[config.mk]
export PLATFORM = sky130hd
export DESIGN_NAME = seq_token_source
export DESIGN_NICKNAME = d
export VERILOG_FILES = /design/src/rtl/seq_pkg.sv /design/src/rtl/sync_fifo.sv /design/src/rtl/seq_token_source.sv
export SDC_FILE = /design/constraint.sdc
export NUM_CORES = 1
export LEC_CHECK = 0
export CAP_MARGIN = 20
export CORE_MARGIN = 3
export CORE_UTILIZATION = 49
export CTS_CLUSTER_SIZE = 28
export DETAILED_ROUTE_END_ITERATION = 12
export DONT_BUFFER_PORTS = 1
export GPL_TIMING_DRIVEN = 1
export MAX_ROUTING_LAYER = met4
export PLACE_DENSITY = 0.66
export SLEW_MARGIN = 20
export SYNTH_ARGS = -nofsm -noshare
export SYNTH_HDL_FRONTEND = slang
export SYNTH_SLANG_ARGS = --single-unit
[constraint.sdc]
create_clock -name clk -period 2.3 [get_ports clk]
set_input_delay 0.345 -clock clk [delete_from_list [all_inputs] [get_ports clk]]
set_output_delay 0.345 -clock clk [all_outputs]
set_load 0.005 [all_outputs]
[src/rtl/seq_pkg.sv]
// seq_pkg: shared types for the clocked token source.
// Holds the sequence mode and handshake state encodings.
package seq_pkg;

  typedef enum logic [1:0] {
    SEQ_INC  = 2'd0,
    SEQ_INV  = 2'd1,
    SEQ_LFSR = 2'd2,
    SEQ_HOLD = 2'd3
  } seq_mode_e;

  typedef enum logic [1:0] {
    HS_IDLE    = 2'd0,
    HS_REQ     = 2'd1,
    HS_RELEASE = 2'd2
  } hs_state_e;

endpackage

[src/rtl/sync_fifo.sv]
// sync_fifo: DEPTH-entry circular buffer, extra-bit pointers.
// Ports: push/push_data in, pop in, head (oldest entry), level.
module sync_fifo #(
  parameter int N     = 8,
  parameter int DEPTH = 4
) (
  input  logic                         clk,
  input  logic                         rst,
  input  logic                         push,
  input  logic [N-1:0]                 push_data,
  input  logic                         pop,
  output logic [N-1:0]                 head,
  output logic [$clog2(DEPTH+1)-1:0]   level
);

  localparam int AW = $clog2(DEPTH);
  localparam int LW = $clog2(DEPTH+1);

  logic [N-1:0] mem [DEPTH];
  logic [AW:0]  wr_ptr;
  logic [AW:0]  rd_ptr;
  logic         full;
  logic         empty;
  logic         do_push;
  logic         do_pop;

  // Same index, different wrap bit: buffer is full.
  assign full    = (wr_ptr[AW] != rd_ptr[AW]) &&
                   (wr_ptr[AW-1:0] == rd_ptr[AW-1:0]);
  assign empty   = (wr_ptr == rd_ptr);
  assign do_push = push && !full;
  assign do_pop  = pop && !empty;

  always_ff @(posedge clk) begin
    if (rst) begin
      wr_ptr <= '0;
      rd_ptr <= '0;
    end else begin
      if (do_push)
        wr_ptr <= wr_ptr + 1'b1;
      if (do_pop)
        rd_ptr <= rd_ptr + 1'b1;
    end
  end

  always_ff @(posedge clk) begin
    if (do_push)
      mem[wr_ptr[AW-1:0]] <= push_data;
  end

  assign head  = mem[rd_ptr[AW-1:0]];
  assign level = LW'(wr_ptr - rd_ptr);

endmodule

[src/rtl/seq_token_source.sv]
// seq_token_source: paced sequence generator feeding a 4-phase
// bundled-data port. Ports: clk, rst, en_i, mode_i, A_i in;
// R_o, D_o (token), level_o (FIFO occupancy) out.
module seq_token_source
  import seq_pkg::*;
#(
  parameter int           N     = 8,
  parameter int           DEPTH = 4,
  parameter int           GAP   = 2*N+2,
  parameter logic [N-1:0] STEP  = N'(1),
  parameter logic [N-1:0] INIT  = N'(1),
  parameter logic [N-1:0] TAPS  = N'(8'hB8),
  parameter int           SYNC  = 2
) (
  input  logic                       clk,
  input  logic                       rst,
  input  logic                       en_i,
  input  logic [1:0]                 mode_i,
  input  logic                       A_i,
  output logic                       R_o,
  output logic [N-1:0]               D_o,
  output logic [$clog2(DEPTH+1)-1:0] level_o
);

  localparam int LW = $clog2(DEPTH+1);
  localparam int GW = $clog2(GAP+2);

  seq_mode_e    mode;
  hs_state_e    state;
  logic [N-1:0] v;
  logic [N-1:0] v_next;
  logic [GW-1:0] gap_cnt;
  logic [N-1:0] head;
  logic         push;
  logic         pop;
  logic         a_s;

  assign mode = seq_mode_e'(mode_i);

  // Full is judged on registered level; a same-cycle pop
  // does not open a slot.
  assign push = en_i &&
                (level_o < LW'(DEPTH)) &&
                (gap_cnt == '0);

  always_comb begin
    v_next = v;
    unique case (1'b1)
      mode == SEQ_INC:  v_next = v + STEP;
      mode == SEQ_INV:  v_next = ~v;
      mode == SEQ_LFSR: v_next = (v >> 1) ^
                                 (v[0] ? TAPS : '0);
      mode == SEQ_HOLD: v_next = v;
    endcase
  end

  always_ff @(posedge clk) begin
    if (rst)
      v <= INIT;
    else if (push)
      v <= v_next;
  end

  // Gap counter runs down independently of en_i.
  always_ff @(posedge clk) begin
    if (rst)
      gap_cnt <= '0;
    else if (push)
      gap_cnt <= GW'(GAP);
    else if (gap_cnt != '0)
      gap_cnt <= gap_cnt - GW'(1);
  end

  generate
    if (SYNC == 0) begin : g_nosync
      assign a_s = A_i;
    end else begin : g_sync
      logic [SYNC-1:0] sq;
      always_ff @(posedge clk) begin
        if (rst) begin
          sq <= '0;
        end else begin
          sq[0] <= A_i;
          for (int i = 1; i < SYNC; i++)
            sq[i] <= sq[i-1];
        end
      end
      assign a_s = sq[SYNC-1];
    end
  endgenerate

  // Head is consumed on the IDLE->REQ edge, so D_o only
  // moves when a new request is raised.
  assign pop = (state == HS_IDLE) &&
               (level_o != '0) && !a_s;

  always_ff @(posedge clk) begin
    if (rst) begin
      state <= HS_IDLE;
      R_o   <= 1'b0;
      D_o   <= '0;
    end else begin
      unique case (state)
        HS_IDLE: begin
          if (pop) begin
            D_o   <= head;
            R_o   <= 1'b1;
            state <= HS_REQ;
          end
        end
        HS_REQ: begin
          if (a_s) begin
            R_o   <= 1'b0;
            state <= HS_RELEASE;
          end
        end
        HS_RELEASE: begin
          if (!a_s)
            state <= HS_IDLE;
        end
        default: begin
          R_o   <= 1'b0;
          state <= HS_IDLE;
        end
      endcase
    end
  end

  sync_fifo #(
    .N     (N),
    .DEPTH (DEPTH)
  ) u_fifo (
    .clk       (clk),
    .rst       (rst),
    .push      (push),
    .push_data (v),
    .pop       (pop),
    .head      (head),
    .level     (level_o)
  );

endmodule

==> flow_summary.ini, run 1 <==
[outcome]
status = completed

[clock_network]
cts_root_buf = clkbuf_8
cts_hold_buffers = 0
path_clk_slew_ns = 0.08
htree_levels = 3
cts_buffers = 9
cts_tree = built
cts.path.max_buffers = 2
clk_latency_ns = 0.34
clkSinkCount = 64

[pwr]
pwr-share-seq = 0.445
swShare = 0.319
vdd_drop_max_uv = 575
netSwitchingPower_mw = 1.15
combPwrFrac = 0.294
p_int_mw = 2.45
clockPowerShare = 0.262
power_density_nw_per_um2 = 1090
leakage_nw = 1.26

[grt]
grt_max_degree = 33
grt_pass1_vias = 1909
overflow = 0
grt_usage = 0.178
antenna_found_initial = 0
grt_pass1_wl_mm = 9.47

[placed_design]
place_area_sq_um = 3070
place_hpwl_mm = 3.67
pre_cts_ws_ns = -0.0108
port_buffers = 0
placedCellCount = 319
globalplace.congestion = 0.853

[job]
maxCapViolCount = 0

[synth]
seq_area_frac_synth = 0.547
syn_nets = 264
yosys-top-cells-count = dfxtp_1 (32), edfxtp_1 (32), nor2_1 (18)
async_reset_ff_frac = 0
synth_area_sq_um = 2930
yosys-top-cells-area = edfxtp_1 (33%), dfxtp_1 (22%), mux4_2 (6.2%)
ys_types = 48
synth_top_area_cell = edfxtp_1
synth_area_per_cell_sq_um = 12.0
synth_edf_count = 32
yosys_warnings = 0
dominantRegCellSynth = edfxtp_1
ys_seq_elements = 64
yosysTopAreaCellShare = 0.328
syn_inst = 245

[finish]
drive_above_1_share = 0.185
fin_util = 0.584
fin_cells = 337
area_growth_pct = 12.4
seqCellArea_sq_um = 1600
fillers = 489
final_net_count = 279
multi_input_area_sq_um = 1240
design_area_sq_um = 3290
antenna_cells = 0

[timing]
finalHoldViolations = 0
rsz0062_at_grt = no
fmax_mhz = 469
finalMaxSlewViolations = 0
setup_viol = 0
period_minus_slack_ns = 2.13
period_share = 0.927
fin_ws_ns = 0.168
max_slew_margin = 0.726
tightest_slew_ns = 0.411
skew_ns = 0.0103

[drt]
dr.pass1.iters = 5
route.detailed.drc = 0
detail_route.wl_per_cell_um = 16.4
num_vias = 1906
initialDrtViolationCount = 129
vias_per_cell = 5.66
ant_nets = 0
finalWirelength_mm = 5.51

[critical_path]
required_ns = 2.53
crit_fanout = 8
worst_setup_path_start_kind = flip-flop
cp-end-kind = flip-flop
arrival_ns = 2.37
critPathKind = reg2reg

[die]
fp-row-count = 27
die_y_um = 83.3
num_io_pins = 18
initial_core_util = 0.519
dieArea_sq_um = 6940
core_area_sq_um = 5640
die_w_um = 83.3

[hold_path]
min_path_type = in2reg
## sequential cells by signal (all words and copies together) (netlist names), 2 cells and up
name	count
v	8
u_fifo.rd_ptr	3
u_fifo.wr_ptr	3
gap_cnt	5
state	2
u_fifo.mem	32
g_sync.sq	2
D_o	8
## worst max-delay path, stage by stage (launching register included)
cell	delay, ns
dfxtp_1	0.33
inv_1	0.08
ha_1	0.20
fa_2	0.37
xnor3_2	0.33
and4b_2	0.35
buf_4	0.16
a311oi_1	0.22
## layout make-up
class	count	share of cell area
multi-input combinational	155	0.376
inverter	15	0.0171
clock inverter	7	0.0217
tap	72	0.0274
clock buffer	9	0.0376
sequential	64	0.486
timing repair buffer	15	0.0342
## per-stage QoR
step | hold slack (ns) | power, mW | setup TNS, ns
after floorplan | 0.414 | 2.39 | 0
after global routing | 0.0393 | 3.85 | 0
after global placement | 0.418 | 2.63 | 0
after CTS | 0.0495 | 3.62 | 0
after detailed placement | 0.418 | 2.67 | -0.0108
final | 0.0727 | 3.60 | 0
## power by group through the flow
stage                     registers (mW)  logic (mW)  clock network, mW
after floorplan                     1.59       0.802                  0
after global placement              1.62        1.01                  0
after detailed placement            1.63        1.04                  0
after CTS                           1.60        1.05              0.969
after global routing                1.63        1.19               1.03
final                               1.60        1.06              0.941
## what timing repair did
action                     4_1_cts  5_1_grt
pin swaps                        0        3
hold endpoints to repair         0        0
setup endpoints to repair        1       27
setup buffers                    0        2
resized for setup                1        3
## placed cells by master, fill, tap and decap left out, types with 7 or more instances in the layout
cell type / instances
nor2_1: 18
clkbuf_8: 9
o21ai_0: 9
a21oi_1: 17
nand2_1: 12
nand3_1: 7
dfxtp_1: 32
edfxtp_1: 32
buf_4: 15
mux4_2: 8
inv_1: 15
mux2i_1: 9
ha_1: 12
## logic make-up (layout without fill, tap and decap cells)
| family | count (synthesis) | in the layout | share of synthesized area |
|---|---|---|---|
| AND/OR/NAND/NOR | 66 | 66 | 0.119 |
| buffers and inverters | 26 | 46 | 0.0342 |
| multiplexers | 20 | 20 | 0.103 |
| AO/OA/AOI/OAI | 48 | 48 | 0.110 |
| XOR/XNOR | 8 | 8 | 0.0286 |
| adder cells (fa/ha/maj) | 13 | 13 | 0.0581 |
| flip-flops | 64 | 64 | 0.547 |
## metal layers
metal  up-vias  GRT usage  part of all wire
met5         -          -                 0
met4         0     0.0401            0.0056
met3         2     0.0645             0.040
met2        35      0.280              0.50
met1       934      0.220              0.45
li1        935          -                 -
## path summary, 6_finish.rpt
| kind | from | to | slack [ns] | cells past startpoint |
|---|---|---|---|---|
| worst min-delay path | rst | D_o[6] | 0.07 | 1 |
| worst min register to register | g_sync.sq[0] | g_sync.sq[1] | 0.45 | 1 |
| worst max-delay path | u_fifo.wr_ptr[0] | v[6] | 0.17 | 7 |
| worst max register to register | u_fifo.wr_ptr[0] | v[6] | 0.17 | 7 |
Power figures use the tool's default switching activity.
==> run 2: changes to the inputs <==
--- a/config.mk
+++ b/config.mk
@@ -7,13 +7,13 @@
 export LEC_CHECK = 0
 export CAP_MARGIN = 20
 export CORE_MARGIN = 3
-export CORE_UTILIZATION = 49
+export CORE_UTILIZATION = 55
 export CTS_CLUSTER_SIZE = 28
 export DETAILED_ROUTE_END_ITERATION = 12
 export DONT_BUFFER_PORTS = 1
 export GPL_TIMING_DRIVEN = 1
 export MAX_ROUTING_LAYER = met4
-export PLACE_DENSITY = 0.66
+export PLACE_DENSITY = 0.73
 export SLEW_MARGIN = 20
 export SYNTH_ARGS = -nofsm -noshare
 export SYNTH_HDL_FRONTEND = slang
==> run 2 against run 1 <==
Register-to-register slack hardly changed. Hold slack worse by 0.0045 ns. Clock power down 3.6%. Sequential power is essentially flat. First-iteration DRC count down 18%. Count of clock-buffer cells in the layout is 1 higher. Sequential share of layout area rose by 0.62 points. Die area down 10%. Cell count down 2.4%. Via count is 0.68% lower. Largest cell class unchanged. Largest power group unchanged.
==> flow_summary.ini, run 2 (synthesis results as in run 1) <==
[finish]
drive_above_1_share = 0.168
mostFrequentLayoutCells = dfxtp_1 (32), edfxtp_1 (32), nor2_1 (18), a21oi_1 (17), inv_1 (15)
antenna_cells = 0
area_growth_pct = 11.0
final_net_count = 276
design_area_sq_um = 3250
fillers = 410
fin_cells = 329
largest_reg_flops = 32

[job]
maxCapViolCount = 0

[clock_network]
cts.path.max_buffers = 2
cts_tree = built
clk_latency_ns = 0.34
cts_root_buf = clkbuf_8
cts_buffers = 9
htree_levels = 3
path_clk_slew_ns = 0.07
clkSinkCount = 64
cts_hold_buffers = 0

[placed_design]
globalplace.congestion = 0.851
place_hpwl_mm = 3.44
port_buffers = 0
placedCellCount = 312
place_area_sq_um = 3050

[drt]
route.detailed.drc = 0
num_vias = 1893
dr.pass1.iters = 4
initialDrtViolationCount = 106
detail_route.wl_per_cell_um = 15.6
vias_per_cell = 5.75
ant_nets = 0
finalWirelength_mm = 5.12

[timing]
setup_viol = 0
finalHoldViolations = 0
rsz0062_at_grt = no
period_minus_slack_ns = 2.13
hold_ws_ns = 0.0683
finalMaxSlewViolations = 0
tightest_slew_ns = 0.484
max_slew_margin = 0.677
skew_ns = 0.0121
period_share = 0.925
tns_ns = 0
fmax_mhz = 470

[grt]
grt_pass1_vias = 1842
antenna_found_initial = 0
grt_pass1_wl_mm = 8.55
grt_max_degree = 33
overflow = 0
grt_usage = 0.187

[pwr]
swShare = 0.314
combPwrFrac = 0.290
p_int_mw = 2.44
clockPowerShare = 0.255
netSwitchingPower_mw = 1.12
power_density_nw_per_um2 = 1090
pwr-share-seq = 0.455
vdd_drop_max_uv = 656
leakage_nw = 1.25

[die]
dieArea_sq_um = 6240
fp-row-count = 25
core_area_sq_um = 4940
initial_core_util = 0.593
die_w_um = 79.0
num_io_pins = 18
die_y_um = 79.0

[hold_path]
hp-start = rst
min_path_type = in2reg

[critical_path]
worst_setup_path_start_kind = flip-flop
required_ns = 2.40
cp-end-kind = flip-flop
arrival_ns = 2.23
crit_fanout = 6
crit_path_start = u_fifo.wr_ptr[0]
critPathKind = reg2reg
reg2reg_from = u_fifo.wr_ptr[0]

[outcome]
status = completed
[run 2: power by group through the flow]
stage / Sequential (mW) / Combinational (mW) / Clock (mW)
after floorplan: 1.59 / 0.802 / 0
after global placement: 1.63 / 1.00 / 0
after detailed placement: 1.64 / 1.03 / 0
after CTS: 1.62 / 1.03 / 0.929
after global routing: 1.64 / 1.17 / 0.981
final: 1.62 / 1.03 / 0.907
[run 2: what timing repair did]
item | CTS | global route
setup endpoints to repair | 0 | 7
gates resized for setup | 0 | 2
setup buffers | 0 | 1
[run 2: cell type report]
type	instances	area [sq um]	area share
timing repair buffer	12	90.1	0.0277
tap	67	83.8	0.0258
sequential	64	1600	0.492
clock buffer	10	128	0.0392
clock inverter	6	61.3	0.0189
inverter	15	56.3	0.0173
multi-input combinational	155	1230	0.379
[run 2: metrics by stage]
step                      utilization  setup WS, ns  power [mW]
after floorplan                     -        0.0960        2.39
after global placement          0.618         0.159        2.63
after detailed placement        0.618        0.0574        2.67
after CTS                       0.656        0.0286        3.57
after global routing            0.658        0.0401        3.79
final                           0.658         0.172        3.55
[run 2: critical path, cell delays in order (launching register included)]
cell and delay (ns):
dfxtp_1 0.33, inv_1 0.06, ha_1 0.18, fa_1 0.42, a21bo_2 0.22, mux2i_1 0.07
buf_4 0.16, and3_2 0.27, buf_4 0.18
[run 2: worst paths after layout]
kind | to | slack [ns] | depth (start not counted)
worst max-delay path | u_fifo.mem[3][6] | 0.17 | 8
worst min-delay path | u_fifo.rd_ptr[2] | 0.07 | 1
worst max register to register | u_fifo.mem[3][6] | 0.17 | 8
worst min register to register | g_sync.sq[1] | 0.46 | 1
[run 2: metal layers]
layer  up-vias  track usage  share of wire
li1        932            -              -
met1       902        0.212           0.45
met2        50        0.304           0.48
met3         9       0.0714          0.064
met4         0       0.0653          0.013
met5         -            -              0
==> patch 1, RTL diff (settings of run 2) <==
Add an input register stage for `en_i`, `mode_i` and `A_i`; this delays them by one clock.
--- a/src/rtl/seq_token_source.sv
+++ b/src/rtl/seq_token_source.sv
@@ -25,6 +25,16 @@
   localparam int LW = $clog2(DEPTH+1);
   localparam int GW = $clog2(GAP+2);
 
+  logic en_q;
+  logic [1:0] mode_q;
+  logic A_q;
+
+  always_ff @(posedge clk) begin
+    en_q   <= en_i;
+    mode_q <= mode_i;
+    A_q    <= A_i;
+  end
+
   seq_mode_e    mode;
   hs_state_e    state;
   logic [N-1:0] v;
@@ -35,11 +45,11 @@
   logic         pop;
   logic         a_s;
 
-  assign mode = seq_mode_e'(mode_i);
+  assign mode = seq_mode_e'(mode_q);
 
   // Full is judged on registered level; a same-cycle pop
   // does not open a slot.
-  assign push = en_i &&
+  assign push = en_q &&
                 (level_o < LW'(DEPTH)) &&
                 (gap_cnt == '0);
 
@@ -73,14 +83,14 @@
 
   generate
     if (SYNC == 0) begin : g_nosync
-      assign a_s = A_i;
+      assign a_s = A_q;
     end else begin : g_sync
       logic [SYNC-1:0] sq;
       always_ff @(posedge clk) begin
         if (rst) begin
           sq <= '0;
         end else begin
-          sq[0] <= A_i;
+          sq[0] <= A_q;
           for (int i = 1; i < SYNC; i++)
             sq[i] <= sq[i-1];
         end
Behaviour: not the same (a bounded check fails within 4 cycles, from zero or initial values and one cycle with rst high).
==> patch 1 against run 2 <==
Synthesized cell count rose by 4.1%; setup slack lost 24 ps; routed wire length increased by 3.2%; design area up 4.7%; critical path depth up 1; total power grew 9.7%; sequential cell count up 4; first-iteration DRC count up 29%; combinational power up 12%; synthesized area grew 3.6%; largest cell class unchanged; largest power group unchanged.
==> patch 1: results (changes against run 2) <==
| Metric | Value |
|---|---|
| Routability congestion estimate from global placement | 0.803 (-5.5%) |
| CTS buffer count | 9 (unchanged) |
| Met1 Wirelength | 2470 microns (+8.3%) |
| Vias in the first global route | 1944 (+5.5%) |
| Power per Cell Area | 1140 nW/um^2 (+4.7%) |
| Clock Latency Late Sink | 340 ps (about the same) |
| Max Used Layer | met4 |
| Leakage power | 1.35 nW (+8.4%) |
| GRT Overall Usage | 19.4% (+0.70 points) |
| Routed length on met2 | 2490 microns (+2.0%) |
| Max FFs per register | 32 (unchanged) |
| 1st-iter DRT viols | 137 (+29%) |
| Met3 wire length | 262 microns (-20%) |
| Fin crit share | 93.5% (+1.0 points) |
| Synthesized area per cell | 11.9 sq um (-0.43%) |
| Post-DR vias/cell | 5.63 (-2.2%) |
| Async SR Flop Fraction | 0% (unchanged) |
| Status | completed |
| Clock-pin slew on the worst setup and hold paths | 70 ps (about the same) |
| Syn Nets | 274 (+3.8%) |
| Crit path max-delay family | adder cells |
| Final Non-Filler Cells | 345 (+4.9%) |
| # placed instances | 329 (+5.4%) |
| Largest net degree at the start of global routing | 28 (-15%) |
| Layout cells sized above 1 | 16.0% (-0.79 points) |
| Synth top area cells | edfxtp_1 (32%), dfxtp_1 (24%), mux4_2 (5.9%) |
| Longest Clk Path Bufs | 2 (unchanged) |
| First-pass GRT wire length | 9160 microns (+7.1%) |
| Final hold slack | 34.4 ps (-33.9 ps) |
| Slowest CP cell | fa_1 |
| Actual slew at the worst max-slew pin | 445 ps (-39.3 ps) |
| PortBufs | 0 (unchanged) |
| ANT cells | 0 (unchanged) |
| Final ANT Viol Nets | 0 (unchanged) |
| Unique masters post-synth | 52 (+8.3%) |
| Post-synth EDFFs | 32 (unchanged) |
| Setup WS pre-CTS | 92.6 ps (+35.2 ps) |
| Worst IR drop on VDD | 0.555 mV (-15%) |
| Synth cell count leaders | dfxtp_1 (36), edfxtp_1 (32), inv_1 (21), nor2_1 (21), a21oi_1 (15) |
| Worst hold path class | in -> reg |
| Clk_skew | 9.54 ps (-2.60 ps) |
| Worst path max stage delay | 370 ps (-50 ps) |
| Critical-path maximum fanout | 9 (+3) |
| WP data arrival | 2370 ps (+140 ps) |
| Seq/Total Area, Yosys | 55.4% (+0.72 points) |
| Fillers | 387 (-5.6%) |
| DP Area | 3190 sq um (+4.5%) |
| Clk root buf | clkbuf_8 |
| Fin nets | 289 (+4.7%) |
| Main synth FF type | dfxtp_1 |
| DPL Wire Length | 3590 microns (+4.6%) |
| Final WL | 5280 microns (+3.2%) |
[patch 1: changes by cell type after synthesis, sizes merged, moves of 2 or more]
cell    delta
or3        -2
dfxtp      +4
o21a       +2
inv        +7
and3       -3
a21oi      -2
a31o       -2
nand3      -3
and4       +3
nor2       +4
a311oi     -3
[patch 1: cells by family after synthesis]
family | synth area share, %
buffers and inverters | 4.25
xor gates and xnor gates | 2.80
and+or+nand+nor | 12.0
muxes | 9.93
DFF | 55.4
AOI/OAI and AO/OA | 10.0
adders and majority gates | 5.61
[patch 1: area by class of cell]
class                           instances  area share, %
Timing Repair Buffer                   15           3.42
Multi-Input combinational cell        154           36.1
Clock buffer                           11           3.86
Tap cell                               70           2.57
Sequential cell                        68           49.4
Inverter                               22           2.42
Clock inverter                          5           2.24
[patch 1: path summary, 6_finish.rpt]
check                   start      endpoint  cells after the start
max reg2reg  u_fifo.wr_ptr[0]          v[4]                      9
max          u_fifo.wr_ptr[0]          v[4]                      9
min reg2reg               A_q  g_sync.sq[0]                      1
min                       A_i           A_q                      0
[patch 1: power by group]
part	switching (mW)	internal [mW]	total [mW]
clock network	0.418	0.606	1.02
logic	0.581	0.573	1.15
registers	0.197	1.52	1.72
[patch 1: layer usage]
layer | GRT usage (%) | vias up
li1 | - | 956
met1 | 24.5 | 925
met2 | 28.6 | 53
met3 | 6.95 | 8
met4 | 7.43 | 0
met5 | - | -
[patch 1: repair_timing]
action,CTS,global route
gates resized for setup,0,3
hold endpoints to repair,0,0
endpoints found under the setup margin,0,9
==> patch 2, RTL diff (flow settings as in run 2) <==
Without the edit above. `DEPTH` is set to 4 in 2 places; all go to 2.
--- a/src/rtl/sync_fifo.sv
+++ b/src/rtl/sync_fifo.sv
@@ -2,7 +2,7 @@
 // Ports: push/push_data in, pop in, head (oldest entry), level.
 module sync_fifo #(
   parameter int N     = 8,
-  parameter int DEPTH = 4
+  parameter int DEPTH = 2
 ) (
   input  logic                         clk,
   input  logic                         rst,
--- a/src/rtl/seq_token_source.sv
+++ b/src/rtl/seq_token_source.sv
@@ -5,7 +5,7 @@
   import seq_pkg::*;
 #(
   parameter int           N     = 8,
-  parameter int           DEPTH = 4,
+  parameter int           DEPTH = 2,
   parameter int           GAP   = 2*N+2,
   parameter logic [N-1:0] STEP  = N'(1),
   parameter logic [N-1:0] INIT  = N'(1),
Interface: changed (resized level_o); port bits go from 18 to 17. No check against the original RTL was run, so the function may have changed too.
==> patch 2 against run 2 <==
Design area down 30%; synthesized area is 27% lower; total power decreased by 18%; critical path depth shrank 2; sequential cell count fell by 18; setup slack improved by 44 ps; worst hold slack gained 44 ps; first-iteration DRC count decreased by 40%; count of clock-buffer cells in the layout fell by 5; routed wire length fell by 27%; largest cell class unchanged.
==> patch 2: results (changes against run 2) <==
| Metric | Value |
|---|---|
| Clock Latency Late Sink | 300 ps (-40 ps) |
| Synth top area cells | dfxtp_1 (28%), edfxtp_1 (22%), mux2i_1 (3.7%) |
| Post-DR vias/cell | 5.79 (+0.68%) |
| Max FFs per register | 16 (-50%) |
| Leakage power | 0.803 nW (-36%) |
| Syn Nets | 218 (-17%) |
| Largest net degree at the start of global routing | 32 (-3.0%) |
| Synth cell count leaders | dfxtp_1 (30), nor2_1 (17), edfxtp_1 (16) |
| Unique masters post-synth | 47 (-2.1%) |
| Crit path max-delay family | simple AND/OR/NAND/NOR gates |
| Critical-path maximum fanout | 8 (+2) |
| Final WL | 3730 microns (-27%) |
| WP data arrival | 2060 ps (-170 ps) |
| Worst path max stage delay | 340 ps (-80 ps) |
| 1st-iter DRT viols | 64 (-40%) |
| Fillers | 302 (-26%) |
| Actual slew at the worst max-slew pin | 617 ps (+133 ps) |
| Worst IR drop on VDD | 0.550 mV (-16%) |
| Main synth FF type | dfxtp_1 |
| Routability congestion estimate from global placement | 0.831 (-2.2%) |
| Layout cells sized above 1 | 10.1% (-6.7 points) |
| Status | completed |
| Switching power | 1.03 mW (-7.3%) |
| DP Area | 2180 sq um (-29%) |
| Clk_skew | 5.06 ps (-7.08 ps) |
patch 2: cell types whose count changed in the layout (fill, tap and decap cells not counted), moves of 3 or more:
| cell | before | now |
|---|---|---|
| nor3_1 | 6 | 3 |
| o21a_1 | 0 | 5 |
| and3_1 | 6 | 0 |
| edfxtp_1 | 32 | 16 |
| mux4_2 | 8 | 0 |
| nand2b_1 | 1 | 4 |
| nand2_1 | 12 | 9 |
| ha_1 | 12 | 6 |
| clkbuf_8 | 9 | 5 |
| a211oi_1 | 1 | 9 |
| buf_4 | 12 | 4 |
| o211ai_1 | 0 | 3 |
| a21oi_1 | 17 | 12 |
patch 2: final timing paths:
path / slack [ps] / cells past startpoint / to / start
worst max register to register: 220 / 6 / u_fifo.mem[0][1] / u_fifo.wr_ptr[0]
worst min register to register: 450 / 1 / g_sync.sq[1] / g_sync.sq[0]
worst min-delay path: 110 / 1 / g_sync.sq[0] / rst
worst max-delay path: 220 / 6 / u_fifo.mem[0][1] / u_fifo.wr_ptr[0]
patch 2: routing by layer:
metal	global-route usage [%]	part of all wire [%]
met2	31.3	49
met1	21.1	43
met4	8.44	1.1
met5	-	0
met3	6.16	6.8
patch 2: cell type report:
cell class                      instances  share of cell area (%)
Clock inverter                          3                    1.75
Multi-Input combinational cell        136                    41.8
Tap cell                               48                    2.62
Clock buffer                            5                    3.01
Inverter                               14                    2.30
Sequential cell                        46                    47.2
Timing Repair Buffer                    4                    1.31
patch 2: per-stage QoR:
stage / setup WS (ps) / power [mW] / utilization (%) / std cells
floorplan: 284 / 2.15 / - / 206
global placement: 307 / 2.28 / 58.7 / 248
detailed placement: 237 / 2.35 / 58.7 / 248
CTS: 211 / 2.94 / 61.6 / 256
global route: 96.4 / 3.16 / 61.6 / 256
finish: 216 / 2.91 / 61.6 / 256
patch 2: cell families (layout without fill, tap and decap cells):
family / after synthesis / count (layout) / share of synthesized area [%]
AO/OA/AOI/OAI: 53 / 53 / 17.1
XOR/XNOR: 8 / 8 / 3.96
adder cells (fa/ha/maj): 6 / 6 / 3.49
buffers and inverters: 24 / 26 / 5.24
flip-flops: 46 / 46 / 50.3
multiplexers: 10 / 10 / 4.77
AND/OR/NAND/NOR: 59 / 59 / 15.1
patch 2: power by group through the flow:
| stage | clock, mW | sequential [mW] | combinational (mW) |
|---|---|---|---|
| floorplan | 0 | 1.25 | 0.907 |
| global placement | 0 | 1.31 | 0.968 |
| detailed placement | 0 | 1.33 | 1.02 |
| CTS | 0.599 | 1.31 | 1.04 |
| global route | 0.630 | 1.35 | 1.18 |
| finish | 0.579 | 1.31 | 1.03 |
